**src/rtl/aes_pkg.sv**
```systemverilog
// Shared cipher datapath types and the AddRoundKey helper.
package aes_pkg;

   localparam int unsigned NB_DEF     = 4;
   localparam int unsigned WORD_W_DEF = 32;

   typedef logic [WORD_W_DEF-1:0] word_t;
   typedef word_t [NB_DEF-1:0]    state_t;

   function automatic state_t ark_xor(state_t s, state_t k);
      state_t r;
      for (int i = 0; i < int'(NB_DEF); i++) begin
         r[i] = s[i] ^ k[i];
      end
      return r;
   endfunction

endpackage

```
**src/rtl/ark_skid.sv**
```systemverilog
// Generic 2-entry valid/ready skid buffer; main entry drives the outputs,
// in_ready is registered so there is no combinational path from out_ready.
module ark_skid #(
   parameter int unsigned W = 8
) (
   input  logic         clk,
   input  logic         rst_n,
   input  logic         in_valid,
   output logic         in_ready,
   input  logic [W-1:0] in_data,
   output logic         out_valid,
   input  logic         out_ready,
   output logic [W-1:0] out_data
);

   logic [1:0]   cnt_q, cnt_d;
   logic [W-1:0] main_q, main_d;
   logic [W-1:0] skid_q, skid_d;
   logic         rdy_q;
   logic         push, pop;

   assign push      = in_valid & rdy_q;
   assign pop       = (cnt_q != 2'd0) & out_ready;
   assign in_ready  = rdy_q;
   assign out_valid = (cnt_q != 2'd0);
   assign out_data  = main_q;

   always_comb begin
      cnt_d  = cnt_q;
      main_d = main_q;
      skid_d = skid_q;
      case (cnt_q)
         2'd0: begin
            if (push) begin
               main_d = in_data;
               cnt_d  = 2'd1;
            end
         end
         2'd1: begin
            if (push && pop) begin
               main_d = in_data;
            end else if (push) begin
               skid_d = in_data;
               cnt_d  = 2'd2;
            end else if (pop) begin
               cnt_d = 2'd0;
            end
         end
         2'd2: begin
            // Full: in_ready is low, so only a pop can happen here.
            if (pop) begin
               main_d = skid_q;
               cnt_d  = 2'd1;
            end
         end
         default: cnt_d = 2'd0;
      endcase
   end

   always_ff @(posedge clk or negedge rst_n) begin
      if (!rst_n) begin
         cnt_q  <= 2'd0;
         main_q <= '0;
         skid_q <= '0;
         rdy_q  <= 1'b0;
      end else begin
         cnt_q  <= cnt_d;
         main_q <= main_d;
         skid_q <= skid_d;
         rdy_q  <= (cnt_d != 2'd2);
      end
   end

endmodule

```
**src/rtl/ark_stage.sv**
```systemverilog
// Registered AddRoundKey stage with skid buffering. Define ARK_BYPASS_EN to
// add bypass_i, which stores state_i unmodified instead of state_i ^ rk_i.
module ark_stage
   import aes_pkg::*;
#(
   parameter int unsigned NB     = NB_DEF,
   parameter int unsigned WORD_W = WORD_W_DEF,
   parameter int unsigned TAG_W  = 4
) (
   input  logic                       clk,
   input  logic                       rst_n,
   input  logic                       in_valid,
   output logic                       in_ready,
   input  logic [NB-1:0][WORD_W-1:0]  state_i,
   input  logic [NB-1:0][WORD_W-1:0]  rk_i,
   input  logic [TAG_W-1:0]           tag_i,
`ifdef ARK_BYPASS_EN
   input  logic                       bypass_i,
`endif
   output logic                       out_valid,
   input  logic                       out_ready,
   output logic [NB-1:0][WORD_W-1:0]  state_o,
   output logic [TAG_W-1:0]           tag_o,
   output logic                       zero_o
);

   localparam int unsigned SW = NB * WORD_W;
   localparam int unsigned PW = SW + TAG_W + 1;

   logic [NB-1:0][WORD_W-1:0] xored;
   logic [NB-1:0][WORD_W-1:0] stored;
   logic [PW-1:0]             in_pl, out_pl;

   if (NB == NB_DEF && WORD_W == WORD_W_DEF) begin : g_pkg_xor
      assign xored = ark_xor(state_i, rk_i);
   end else begin : g_gen_xor
      assign xored = state_i ^ rk_i;
   end

`ifdef ARK_BYPASS_EN
   assign stored = bypass_i ? state_i : xored;
`else
   assign stored = xored;
`endif

   // zero flag travels with the data so it always matches state_o.
   assign in_pl = {~|stored, tag_i, stored};

   ark_skid #(
      .W(PW)
   ) u_skid (
      .clk      (clk),
      .rst_n    (rst_n),
      .in_valid (in_valid),
      .in_ready (in_ready),
      .in_data  (in_pl),
      .out_valid(out_valid),
      .out_ready(out_ready),
      .out_data (out_pl)
   );

   assign state_o = out_pl[SW-1:0];
   assign tag_o   = out_pl[SW+TAG_W-1:SW];
   assign zero_o  = out_pl[PW-1];

endmodule

```
**config.mk**
```make
export PLATFORM = sky130hd
export DESIGN_NAME = ark_stage
export DESIGN_NICKNAME = d
export VERILOG_FILES = /design/src/rtl/aes_pkg.sv /design/src/rtl/ark_skid.sv /design/src/rtl/ark_stage.sv
export SDC_FILE = /design/constraint.sdc
export NUM_CORES = 1
export LEC_CHECK = 0
export BUFFER_PORTS_ARGS = -buffer_cell sky130_fd_sc_hd__clkbuf_2
export CAP_MARGIN = 15
export CORE_UTILIZATION = 50
export DETAILED_ROUTE_END_ITERATION = 7
export PLACE_DENSITY = 0.79
export RECOVER_POWER = 25
export SLEW_MARGIN = 20
export SYNTH_ARGS = -nofsm -noshare
export SYNTH_HDL_FRONTEND = slang
export SYNTH_HIERARCHICAL = 1
export SYNTH_SLANG_ARGS = --single-unit
```
**constraint.sdc**
```tcl
create_clock -name clk -period 2.2 [get_ports clk]
set_clock_uncertainty 0.15 [all_clocks]
set_input_delay 0.44 -clock clk [delete_from_list [all_inputs] [get_ports clk]]
set_output_delay 0.44 -clock clk [all_outputs]
set_load 0.02 [all_outputs]
```
==> impl_results.md <==
- Status: finished clean
- EDFF count, synth: 0
- Clk_lat worst skew: 530 ps
- Core Area: 25100 um2
- Crit share post-route: 98.0%
- Mapped Cells: 927
- Htree depth: 1
- Max-Cap Viols: 0
- Mapped cell area: 12700 um2
- Hold Path Origin: out_ready
- Drt wl/cell: 19.6 um
- Clock slew at reported path FFs: 60 ps
- CTS tree: yes
- CTS Buf Count: 28
- Port bufs: 398
- Site row count: 58
- Max Freq: 464 MHz
- CTS Sinks: 269
- Antenna Cells: 0
- Met3 Usage GRT: 4.29%
- Worst setup startpoint: rk_i[55]
- Initial core utilization: 50.8%
- Largest net degree at the start of global routing: 66
- DRT iter0 DRCs: 533
- GRT overflow: 0
- CTS Root Cell: clkbuf_16
- Die span in x: 162 um
- Layout cells sized above 1: 50.3%
- Vert. Die Dim: 162 um
- Yosys warnings: 6
- Hold Vio Cnt, Final: 0
- Register area share after synthesis: 52.8%
- Post-Route WL: 35000 um
- Crit. End Element: register
- First-pass GRT wire length: 54100 um
- Initial antenna violation count: 0
- Crit Path Category: input pin to register
- Number of fill cells: 1884
- Critical Path Start Type: input pin
- Die area: 26100 um2
- Final setup violation count: 0
- RSZ-0062 raised after global routing: no
- RD Place Congestion: 0.858
- Vias per cell: 5.66
- Crit Path Max Fanout: 2
- Critical Path RT: 2520 ps
- Placed cells: 1727
- Total chip power: 0.0226 W
- Final Worst Setup Slack: 44.3 ps
- Vias in the first global route: 10300
- Asr flop ratio synth: 100%
- Mapped Nets: 1191
- Final layout net count: 1696
- Cell variety after synth: 30
- Clock Path Buffers: 3
- GR Util met1: 32.4%
- I/O pin count: 399
- Post-DP HPWL: 24000 um
- Power per cell area: 1320 nW/um2
- Final Max Slew Viols: 0
- Data arrival, critical path: 2470 ps
- Finished Layout Cells: 1784
- DRT Pass-1 Iters: 5
- Leakage: 8.05 nW
- VDD IR max: 0.825 mV
- Routed Antenna Nets: 0
- Min-delay worst type: input pin to register
- DR vias: 10100
- DRC viols: 0
- Most used DFF post-synth: dfrtp_1
- Global Route met2 Usage: 46.8%
- GRT Max-Usage Layer: met2
- Total Routing Usage GR: 26.3%
- Slew margin rel.: 26.0%
- Area delta synth->final: 34.0%
- Pre-CTS setup slack: -530 ps
- Average cell area after synthesis: 13.8 um2
- Worst-margin pin slew: 1110 ps
- R2r startpoint: u_skid/cnt_q[1]
- Crit path time final: 2160 ps
- #FFs+latches synth: 269
## placed cells by master, fill, tap and decap left out, types with 2 or more instances in the layout
master         Yosys  routed
clkbuf_2           0     398
dfrtp_1          269     269
o32a_1           133     133
o21a_1           133     133
xor2_1           128     128
buf_4              7     126
mux2_4            70      70
mux2_2            63      63
clkbuf_16          0      29
nor4_1            31      28
buf_12             0      16
nand4_1            8       8
clkinv_2           0       6
clkbuf_1          26       5
dlygate4sd3_1      0       5
nor4_2             1       4
clkinvlp_4         0       4
clkbuf_8           0       4
bufinv_16          0       3
buf_6             11       3
or4_1              2       2
nand3b_1           2       2
## synthesized netlist by cell type, types with 2 or more instances
| master | count | share of area [%] |
|---|---|---|
| clkbuf_1 | 26 | 0.77 |
| buf_2 | 27 | 1.1 |
| nand4_1 | 8 | 0.39 |
| nand3b_1 | 2 | 0.12 |
| o32a_1 | 133 | 10 |
| mux2_2 | 63 | 5.6 |
| o21a_1 | 133 | 7.8 |
| or4_1 | 2 | 0.12 |
| buf_6 | 11 | 0.97 |
| mux2_4 | 70 | 8.2 |
| buf_1 | 2 | 0.059 |
| xor2_1 | 128 | 8.8 |
| nor4_1 | 31 | 1.5 |
| buf_4 | 7 | 0.41 |
| dfrtp_1 | 269 | 53 |
## logic make-up after synthesis
logic type,share of synthesized area [%]
mux,13.9
simple gates,2.68
compound gates,18.5
buf+inv,3.30
xor+xnor,8.79
flops,52.8
## registers in the layout (all words and copies together) (netlist names)
register	flops
u_skid/out_data	133
u_skid/skid_q	133
u_skid/cnt_q	2
u_skid/in_ready	1
## metrics by stage
| stage | hold WS (ps) | utilization (%) | cell area (um2) | TNS (ps) |
|---|---|---|---|---|
| 3_5_place_dp | 208 | 64.1 | 16100 | -924 |
| 5_1_grt | 56.2 | 68.0 | 17100 | 0 |
| 6_report | 59.2 | 68.0 | 17100 | 0 |
| 3_3_place_gp | 211 | 64.1 | 16100 | -882 |
| 4_1_cts | 37.3 | 68.1 | 17100 | 0 |
| 2_1_floorplan | -5.59 | - | 12700 | 0 |
## what timing repair did
action,in CTS,in global routing
endpoints found under the hold margin,49,0
setup buffers,0,0
hold buffers,5,0
setup endpoints to repair,0,1
resized for setup,0,3
## report_power, final
part           total [W]  internal (W)  switching, W
registers        0.00886       0.00740       0.00146
clock network    0.00484       0.00290       0.00194
logic            0.00885       0.00431       0.00454
total             0.0226        0.0146       0.00793
## layer usage
metal | up-vias | part of all wire (%)
met3 | 66 | 6.3
met4 | 0 | 2.8
met1 | 5035 | 39
li1 | 4546 | -
met5 | - | 0
met2 | 449 | 52
## worst max-delay path: stages
cell and delay, ps:
clkbuf_2 100, xor2_1 180, nor4_1 420, nand4_1 220
or4_1 640, nor2_1 170, o32a_1 180, o21a_1 110
## final timing paths
check                                       endpoint  slack (ps)  cells past startpoint
worst max-delay path            u_skid/out_data[132]          40                      8
worst min-delay path                 u_skid/in_ready          60                      2
worst max register to register   u_skid/out_data[81]         250                      5
worst min register to register  u_skid/out_data[101]         340                      1
max in group asynchronous        u_skid/out_data[24]         320                      3
min in group asynchronous       u_skid/out_data[100]         530                      2
## cell type report
class | count | area [um2] | area share [%]
Clock inverter | 14 | 159 | 0.930
Tap cell | 330 | 413 | 2.42
Clock buffer | 38 | 800 | 4.68
Multi-Input combinational cell | 584 | 5630 | 33.0
Inverter | 1 | 3.75 | 0.0220
Sequential cell | 269 | 6730 | 39.4
Timing Repair Buffer | 548 | 3340 | 19.6
(Power assumes the default switching activity.)
